## src/rtl/rom_fetch_unit_if.sv

```systemverilog
// CPU-side ROM fetch port.
// Request: req_valid/req_addr/req_ready handshake plus flush.
// Response: rsp_valid single-cycle pulse with rsp_data and pf_hit.
// The master is the CPU core. The slave is rom_fetch_unit.
interface rom_fetch_unit_if #(
  parameter int unsigned ADDR_W = 16,
  parameter int unsigned WORD_W = 16
);
  logic              req_valid;
  logic [ADDR_W-1:0] req_addr;
  logic              req_ready;
  logic              flush;
  logic              rsp_valid;
  logic [WORD_W-1:0] rsp_data;
  logic              pf_hit;

  modport master (
    output req_valid, req_addr, flush,
    input  req_ready, rsp_valid, rsp_data, pf_hit
  );

  modport slave (
    input  req_valid, req_addr, flush,
    output req_ready, rsp_valid, rsp_data, pf_hit
  );
endinterface

```

## src/rtl/rom_fetch_unit.sv

```systemverilog
// ROM instruction fetcher for the 8-bit parallel flash.
// It builds WORD_W-bit instructions out of FLASH_W-bit flash beats. Each beat
// holds the flash address for WAIT_CYCLES+1 cycles. When PREFETCH=1, the word
// after the one just served is read ahead into a one-entry buffer.
// Ports:
//   CLOCK_50, reset_n   clock and synchronous active-low reset
//   bus (slave)         request/response handshake towards the CPU core
//   fl_addr             registered flash byte address
//   fl_dq               flash read data
//   fl_ce_n/oe_n/we_n   held permanently in read mode
//   fl_rst_n            follows reset_n
module rom_fetch_unit #(
  parameter int unsigned ADDR_W       = 16,
  parameter int unsigned WORD_W       = 16,
  parameter int unsigned FLASH_W      = 8,
  parameter int unsigned FLASH_ADDR_W = 22,
  parameter int unsigned WAIT_CYCLES  = 3,
  parameter int unsigned BASE_ADDR    = 0,
  parameter int unsigned PREFETCH     = 1
) (
  input  logic                    CLOCK_50,
  input  logic                    reset_n,
  rom_fetch_unit_if.slave         bus,
  output logic [FLASH_ADDR_W-1:0] fl_addr,
  input  logic [FLASH_W-1:0]      fl_dq,
  output logic                    fl_ce_n,
  output logic                    fl_oe_n,
  output logic                    fl_we_n,
  output logic                    fl_rst_n
);

  localparam int unsigned BEATS  = WORD_W / FLASH_W;
  localparam int unsigned BEAT_W = (BEATS > 1) ? $clog2(BEATS) : 1;
  localparam int unsigned WAIT_W = (WAIT_CYCLES > 0) ? $clog2(WAIT_CYCLES + 1) : 1;

  typedef enum logic [1:0] {
    ST_IDLE,
    ST_FETCH,
    ST_RESP,
    ST_PREFETCH
  } state_t;

  state_t                  state_q, state_d;
  logic                    req_ready_q, req_ready_d;
  logic                    rsp_valid_q, rsp_valid_d;
  logic [WORD_W-1:0]       rsp_data_q, rsp_data_d;
  logic                    pf_hit_q, pf_hit_d;
  logic [FLASH_ADDR_W-1:0] fl_addr_q, fl_addr_d;
  logic [WORD_W-1:0]       buf_q, buf_d;        // demand assembly and prefetch buffer
  logic [ADDR_W-1:0]       pf_addr_q, pf_addr_d;
  logic                    pf_valid_q, pf_valid_d;
  logic [ADDR_W-1:0]       served_q, served_d;  // address of the word being answered
  logic                    hit_q, hit_d;        // current answer comes from the buffer
  logic                    pending_q, pending_d; // demand waiting on the running prefetch
  logic                    drop_q, drop_d;      // flush seen: no prefetch after RESP
  logic [WAIT_W-1:0]       wait_q, wait_d;
  logic [BEAT_W-1:0]       beat_q, beat_d;

  logic sample, last_beat, accept, pf_match, start_miss;

  // First flash byte of ROM word a.
  function automatic logic [FLASH_ADDR_W-1:0] word_base(input logic [ADDR_W-1:0] a);
    return FLASH_ADDR_W'(BASE_ADDR) + FLASH_ADDR_W'(a) * FLASH_ADDR_W'(BEATS);
  endfunction

  assign sample    = (wait_q == WAIT_W'(WAIT_CYCLES));
  assign last_beat = sample && (beat_q == BEAT_W'(BEATS - 1));
  assign accept    = bus.req_valid && req_ready_q;
  assign pf_match  = (bus.req_addr == pf_addr_q);

  // State and registered outputs.
  always_ff @(posedge CLOCK_50) begin
    if (!reset_n) begin
      state_q     <= ST_IDLE;
      req_ready_q <= 1'b1;
      rsp_valid_q <= 1'b0;
      rsp_data_q  <= '0;
      pf_hit_q    <= 1'b0;
      fl_addr_q   <= '0;
      buf_q       <= '0;
      pf_addr_q   <= '0;
      pf_valid_q  <= 1'b0;
      served_q    <= '0;
      hit_q       <= 1'b0;
      pending_q   <= 1'b0;
      drop_q      <= 1'b0;
      wait_q      <= '0;
      beat_q      <= '0;
    end else begin
      state_q     <= state_d;
      req_ready_q <= req_ready_d;
      rsp_valid_q <= rsp_valid_d;
      rsp_data_q  <= rsp_data_d;
      pf_hit_q    <= pf_hit_d;
      fl_addr_q   <= fl_addr_d;
      buf_q       <= buf_d;
      pf_addr_q   <= pf_addr_d;
      pf_valid_q  <= pf_valid_d;
      served_q    <= served_d;
      hit_q       <= hit_d;
      pending_q   <= pending_d;
      drop_q      <= drop_d;
      wait_q      <= wait_d;
      beat_q      <= beat_d;
    end
  end

  // Next-state and output logic.
  always_comb begin
    state_d     = state_q;
    rsp_valid_d = 1'b0;
    rsp_data_d  = rsp_data_q;
    pf_hit_d    = 1'b0;
    fl_addr_d   = fl_addr_q;
    buf_d       = buf_q;
    pf_addr_d   = pf_addr_q;
    pf_valid_d  = pf_valid_q;
    served_d    = served_q;
    hit_d       = hit_q;
    pending_d   = pending_q;
    drop_d      = drop_q;
    wait_d      = wait_q;
    beat_d      = beat_q;
    start_miss  = 1'b0;

    // Beat engine: hold the address, then sample the byte and step to the next one.
    if (state_q == ST_FETCH || state_q == ST_PREFETCH) begin
      if (sample) begin
        buf_d[FLASH_W*32'(beat_q) +: FLASH_W] = fl_dq;
        fl_addr_d = fl_addr_q + FLASH_ADDR_W'(1);
        wait_d    = '0;
        beat_d    = last_beat ? '0 : beat_q + BEAT_W'(1);
      end else begin
        wait_d = wait_q + WAIT_W'(1);
      end
    end

    case (state_q)
      ST_IDLE: begin
        if (bus.flush) pf_valid_d = 1'b0;
        if (accept) begin
          if (pf_valid_q && !bus.flush && pf_match) begin
            served_d = bus.req_addr;
            hit_d    = 1'b1;
            state_d  = ST_RESP;
          end else begin
            start_miss = 1'b1;
          end
        end
      end

      ST_FETCH: begin
        if (bus.flush) drop_d = 1'b1;
        if (last_beat) state_d = ST_RESP;
      end

      ST_RESP: begin
        rsp_valid_d = 1'b1;
        pf_hit_d    = hit_q;
        rsp_data_d  = buf_q;
        pf_valid_d  = 1'b0;
        pending_d   = 1'b0;
        hit_d       = 1'b0;
        drop_d      = 1'b0;
        if (PREFETCH != 0 && !drop_q && !bus.flush) begin
          pf_addr_d = served_q + ADDR_W'(1);
          fl_addr_d = word_base(served_q + ADDR_W'(1));
          wait_d    = '0;
          beat_d    = '0;
          state_d   = ST_PREFETCH;
        end else begin
          state_d = ST_IDLE;
        end
      end

      ST_PREFETCH: begin
        if (bus.flush) pf_valid_d = 1'b0;
        if (accept) begin
          if (!bus.flush && pf_match) begin
            pending_d = 1'b1;
            served_d  = bus.req_addr;
          end else begin
            start_miss = 1'b1;
          end
        end else if (bus.flush) begin
          if (pending_q) drop_d  = 1'b1;
          else           state_d = ST_IDLE;
        end
        // A demand matching on the final beat's edge is answered straight away.
        if (last_beat && !start_miss && state_d == ST_PREFETCH) begin
          if (pending_d) begin
            hit_d   = 1'b1;
            state_d = ST_RESP;
          end else begin
            pf_valid_d = 1'b1;
            state_d    = ST_IDLE;
          end
        end
      end

      default: state_d = ST_IDLE;
    endcase

    // A demand miss, either from IDLE or by aborting a prefetch, restarts at beat 0.
    if (start_miss) begin
      state_d    = ST_FETCH;
      fl_addr_d  = word_base(bus.req_addr);
      served_d   = bus.req_addr;
      wait_d     = '0;
      beat_d     = '0;
      hit_d      = 1'b0;
      pending_d  = 1'b0;
      drop_d     = 1'b0;
      pf_valid_d = 1'b0;
    end

    req_ready_d = (state_d == ST_IDLE) || (state_d == ST_PREFETCH && !pending_d);
  end

  assign bus.req_ready = req_ready_q;
  assign bus.rsp_valid = rsp_valid_q;
  assign bus.rsp_data  = rsp_data_q;
  assign bus.pf_hit    = pf_hit_q;
  assign fl_addr       = fl_addr_q;
  assign fl_ce_n       = 1'b0;
  assign fl_oe_n       = 1'b0;
  assign fl_we_n       = 1'b1;
  assign fl_rst_n      = reset_n;

endmodule
```

## src/flat_wrapper.sv

```systemverilog
// flat-port wrapper written by rule: the top's interface ports become plain ports
module rom_fetch_unit_flat 
#(
  parameter int unsigned ADDR_W       = 16,
  parameter int unsigned WORD_W       = 16,
  parameter int unsigned FLASH_W      = 8,
  parameter int unsigned FLASH_ADDR_W = 22,
  parameter int unsigned WAIT_CYCLES  = 3,
  parameter int unsigned BASE_ADDR    = 0,
  parameter int unsigned PREFETCH     = 1
)
  (CLOCK_50, reset_n, fl_addr, fl_dq, fl_ce_n, fl_oe_n, fl_we_n, fl_rst_n, bus_req_valid, bus_req_addr, bus_flush, bus_req_ready, bus_rsp_valid, bus_rsp_data, bus_pf_hit);
  rom_fetch_unit_if #(.ADDR_W(ADDR_W), .WORD_W(WORD_W)) bus_i ();
  input  logic CLOCK_50;
  input  logic reset_n;
  output logic [FLASH_ADDR_W-1:0] fl_addr;
  input  logic [FLASH_W-1:0] fl_dq;
  output logic fl_ce_n;
  output logic fl_oe_n;
  output logic fl_we_n;
  output logic fl_rst_n;
  input wire logic [$bits(bus_i.req_valid)-1:0] bus_req_valid;
  input wire logic [$bits(bus_i.req_addr)-1:0] bus_req_addr;
  input wire logic [$bits(bus_i.flush)-1:0] bus_flush;
  output wire logic [$bits(bus_i.req_ready)-1:0] bus_req_ready;
  output wire logic [$bits(bus_i.rsp_valid)-1:0] bus_rsp_valid;
  output wire logic [$bits(bus_i.rsp_data)-1:0] bus_rsp_data;
  output wire logic [$bits(bus_i.pf_hit)-1:0] bus_pf_hit;
  assign bus_i.req_valid = bus_req_valid;
  assign bus_i.req_addr = bus_req_addr;
  assign bus_i.flush = bus_flush;
  assign bus_req_ready = bus_i.req_ready;
  assign bus_rsp_valid = bus_i.rsp_valid;
  assign bus_rsp_data = bus_i.rsp_data;
  assign bus_pf_hit = bus_i.pf_hit;
  rom_fetch_unit #(.ADDR_W(ADDR_W), .WORD_W(WORD_W), .FLASH_W(FLASH_W), .FLASH_ADDR_W(FLASH_ADDR_W), .WAIT_CYCLES(WAIT_CYCLES), .BASE_ADDR(BASE_ADDR), .PREFETCH(PREFETCH)) u_core (.CLOCK_50(CLOCK_50), .reset_n(reset_n), .bus(bus_i), .fl_addr(fl_addr), .fl_dq(fl_dq), .fl_ce_n(fl_ce_n), .fl_oe_n(fl_oe_n), .fl_we_n(fl_we_n), .fl_rst_n(fl_rst_n));
endmodule
```

## config.mk

```make
export PLATFORM = sky130hd
export DESIGN_NAME = rom_fetch_unit_flat
export DESIGN_NICKNAME = d
export VERILOG_FILES = /design/src/rtl/rom_fetch_unit_if.sv /design/src/rtl/rom_fetch_unit.sv /design/src/flat_wrapper.sv
export SDC_FILE = /design/constraint.sdc
export NUM_CORES = 1
export LEC_CHECK = 0
export CAP_MARGIN = 20
export CORE_MARGIN = 3
export CORE_UTILIZATION = 46
export CTS_BUF_LIST = sky130_fd_sc_hd__clkbuf_2
export DETAILED_ROUTE_END_ITERATION = 8
export GPL_TIMING_DRIVEN = 0
export MAX_ROUTING_LAYER = met4
export PLACE_DENSITY = 0.7
export SLEW_MARGIN = 10
export SYNTH_ARGS = -nofsm -noshare
export SYNTH_HDL_FRONTEND = slang
export SYNTH_SLANG_ARGS = --single-unit
```

## constraint.sdc

```tcl
create_clock -name CLOCK_50 -period 4.2 [get_ports CLOCK_50]
set_input_delay 0.84 -clock CLOCK_50 [delete_from_list [all_inputs] [get_ports CLOCK_50]]
set_output_delay 0.84 -clock CLOCK_50 [all_outputs]
set_load 0.01 [all_outputs]
```

==> metrics.cfg <==
[clocking]
cts.sinks=98
htreeDepth=3
cts_resized=0
post_cts_buffers=0
cts_root_buf=clkbuf_2
clk_pin_slew_ns=0.28
cts_tree=done
insertion_delay_ns=0.59
hold_buffers=0
clockBufferDepth=2
numCtsBuffers=9

[place]
dp_hpwl_um=9100
portBuffers=67
post_dp_cell_area_mm2=0.00548
gp_congestion=0.938

[grt]
grt_overflow=0
grt_util_all_layers=0.233
antenna_found_initial=0
grt_pass1_vias=3845
grt_start_max_net_pins=18
grt_pass1_wl_um=20100

[power]
peakVddDrop_v=0.000169
swShare=0.309
power_frac_clock=0.259
p_seq_frac=0.552
p_leak_nw=1.99
p_sw_mw=0.578
power.density_mw_per_mm2=334
p_int_mw=1.29
p_comb_frac=0.189

[synth]
synth.top_cell.area_share=0.423
yosysTopAreaCell=dfxtp_1
yosys.area_share.simple=0.195
ys_types=47
yosysWarnings=0
ys_async_sr_fraction=0
synth_top_family_by_area=simple AND/OR/NAND/NOR gates
yosysSeqAreaShare=0.423
synth_compound_area_frac=0.127
avgSynthCellArea_um2=8.75
synth_edf_count=0
muxShareOfSynthArea=0.0993
synth_top_cells_by_area=dfxtp_1 (42%), mux2i_1 (9.9%), nor2_1 (7.4%)
synth_fa_ha_area_frac=0.0243
synth_ff_type=dfxtp_1
ys_ff_latch=98
synth.cell_area_mm2=0.00464
synth-xor-area-share=0.0907
synthCells=530

[timing]
tightest_slew_ns=1.05
fin_tns_setup_ns=0
post-route-period-util=0.747
clock.fmax_mhz=319
final-setup-viol-count=0
final_max_slew_viol_count=0
finClkSkew_ns=0.0339
hold_slack_ns=0.478
rsz0062_at_grt=false
hold_viol_final=0
slew-limit-headroom=0.302
finalCriticalPeriod_ns=3.14

[setup_path]
cpMostUsedCell=buf_2
cpMaxStageDelayCell=nor3_1
max_stage_delay_ns=0.66
required_ns=4.72
critPathLaunch=bus_req_addr[1]
worstSetupPathType=primary input to flop
rrSetupSlack_ns=1.31
start_kind=primary input
cp-end-kind=flop
rr_endpoint=u_core.pf_addr_q[10]
r2r_cells=8
crit_end=u_core.fl_addr[15]
path_cells=clkdlybuf4s50_1 -> xnor2_1 -> nand4_1 -> nor3_1 -> a31oi_1 -> o21a_1 -> buf_2 -> buf_2 -> a31o_2
arrival_ns=3.66
rr_startpoint=u_core.state_q[0]
critPathMaxFanout=10

[outcome]
status=completed

[layout]
drive_gt1_frac=0.0700
num_antenna_cells=0
layout_commonest_cell=dfxtp_1
finalInstanceArea_mm2=0.00560
syn_to_final_growth_pct=20.8
nNetsFinal=646
layout_common_cells=dfxtp_1 (98), nor2_1 (91), clkdlybuf4s50_1 (67)

[floorplanning]
dieArea_mm2=0.0113
die_w_um=106
start_util=0.474
top_level_ports=73
rows=36
fp.coreArea_mm2=0.00977
die_height_um=106

[drt]
routed_via_density=5.48
ant_nets=0
drc_errors=0
wl_per_cell_um=16.7
drt_wl_total_um=12500
dr.first_iter.drc_count=235
vias=4090
drtPass1Iterations=5

[job]
maxCapViolCount=0

[min_path]
hold_class=flop to flop

[synthesized netlist by cell type, types with 8 or more instances]
cell type	n
dfxtp_1	98
nor2_1	91
mux2i_1	46
nand2_1	40
xnor2_1	29
a21oi_1	27
nand3_1	23
o21ai_0	21
clkbuf_1	19
xor2_1	19
a211oi_1	10
ha_1	9
nand4_1	9
a31o_2	8
and3_1	8
inv_1	8
[layout make-up]
cell class	instances	area [µm²]
Tap cell	133	166
Sequential cell	98	1960
Inverter	9	33.8
Clock buffer	10	50.0
Clock inverter	6	73.8
Timing Repair Buffer	67	671
Fill cell	919	4170
Multi-Input combinational cell	392	2490
Buffer	32	149
[metrics by stage]
step,util,setup WS (ns),power (mW),instances
after floorplan,-,1.51,1.26,531
after global placement,0.560,0.524,1.39,731
after detailed placement,0.560,0.528,1.40,731
after CTS,0.573,1.21,1.88,747
after global routing,0.573,1.01,1.96,747
final,0.573,1.06,1.87,747
[cell families (layout without fill, tap and decap cells)]
| family | count (synthesis) | in the layout |
|---|---|---|
| other | 2 | 3 |
| AND/OR/NAND/NOR | 196 | 196 |
| flip-flops | 98 | 98 |
| buffers and inverters | 41 | 124 |
| multiplexers | 46 | 46 |
| XOR/XNOR | 48 | 48 |
| AO/OA/AOI/OAI | 90 | 90 |
| adder cells (fa/ha/maj) | 9 | 9 |
[worst min-delay path by stage]
stage / end / slack, ns / depth (start not counted) / from
2_1_floorplan: u_core.buf_q[10] / 0.44 / 2 / u_core.buf_q[10]
3_3_place_gp: u_core.buf_q[15] / 0.44 / 2 / u_core.buf_q[15]
3_5_place_dp: u_core.buf_q[9] / 0.45 / 2 / u_core.buf_q[9]
4_1_cts: u_core.buf_q[9] / 0.48 / 2 / u_core.buf_q[9]
5_1_grt: u_core.buf_q[15] / 0.51 / 2 / u_core.buf_q[15]
6_report: u_core.buf_q[10] / 0.48 / 2 / u_core.buf_q[10]
[routing by layer]
layer,global-route usage,part of all wire,up-vias
met4,0.0592,0.015,0
li1,-,-,1984
met5,-,0,-
met1,0.315,0.47,1944
met2,0.352,0.45,147
met3,0.0577,0.063,15
[power by group through the flow]
stage	clock network, mW	registers (mW)	logic (mW)
3_5_place_dp	0	1.05	0.350
4_1_cts	0.501	1.03	0.352
5_1_grt	0.531	1.04	0.384
2_1_floorplan	0	1.05	0.211
6_report	0.484	1.03	0.355
3_3_place_gp	0	1.05	0.345
[sequential cells by signal (all words and copies together) (netlist names), 2 cells and up]
| register | flops |
|---|---|
| u_core.pf_addr_q | 16 |
| u_core.fl_addr | 22 |
| u_core.bus.rsp_data | 16 |
| u_core.buf_q | 16 |
| u_core.state_q | 2 |
| u_core.served_q | 16 |
| u_core.wait_q | 2 |
[critical path, delay by kind of cell]
kind / cells / cell delay [ns]
AO/OA/AOI/OAI: 3 / 0.76
XOR/XNOR: 1 / 0.25
buffers and inverters: 3 / 0.96
AND/OR/NAND/NOR: 2 / 0.84
Power figures use the tool's default switching activity.
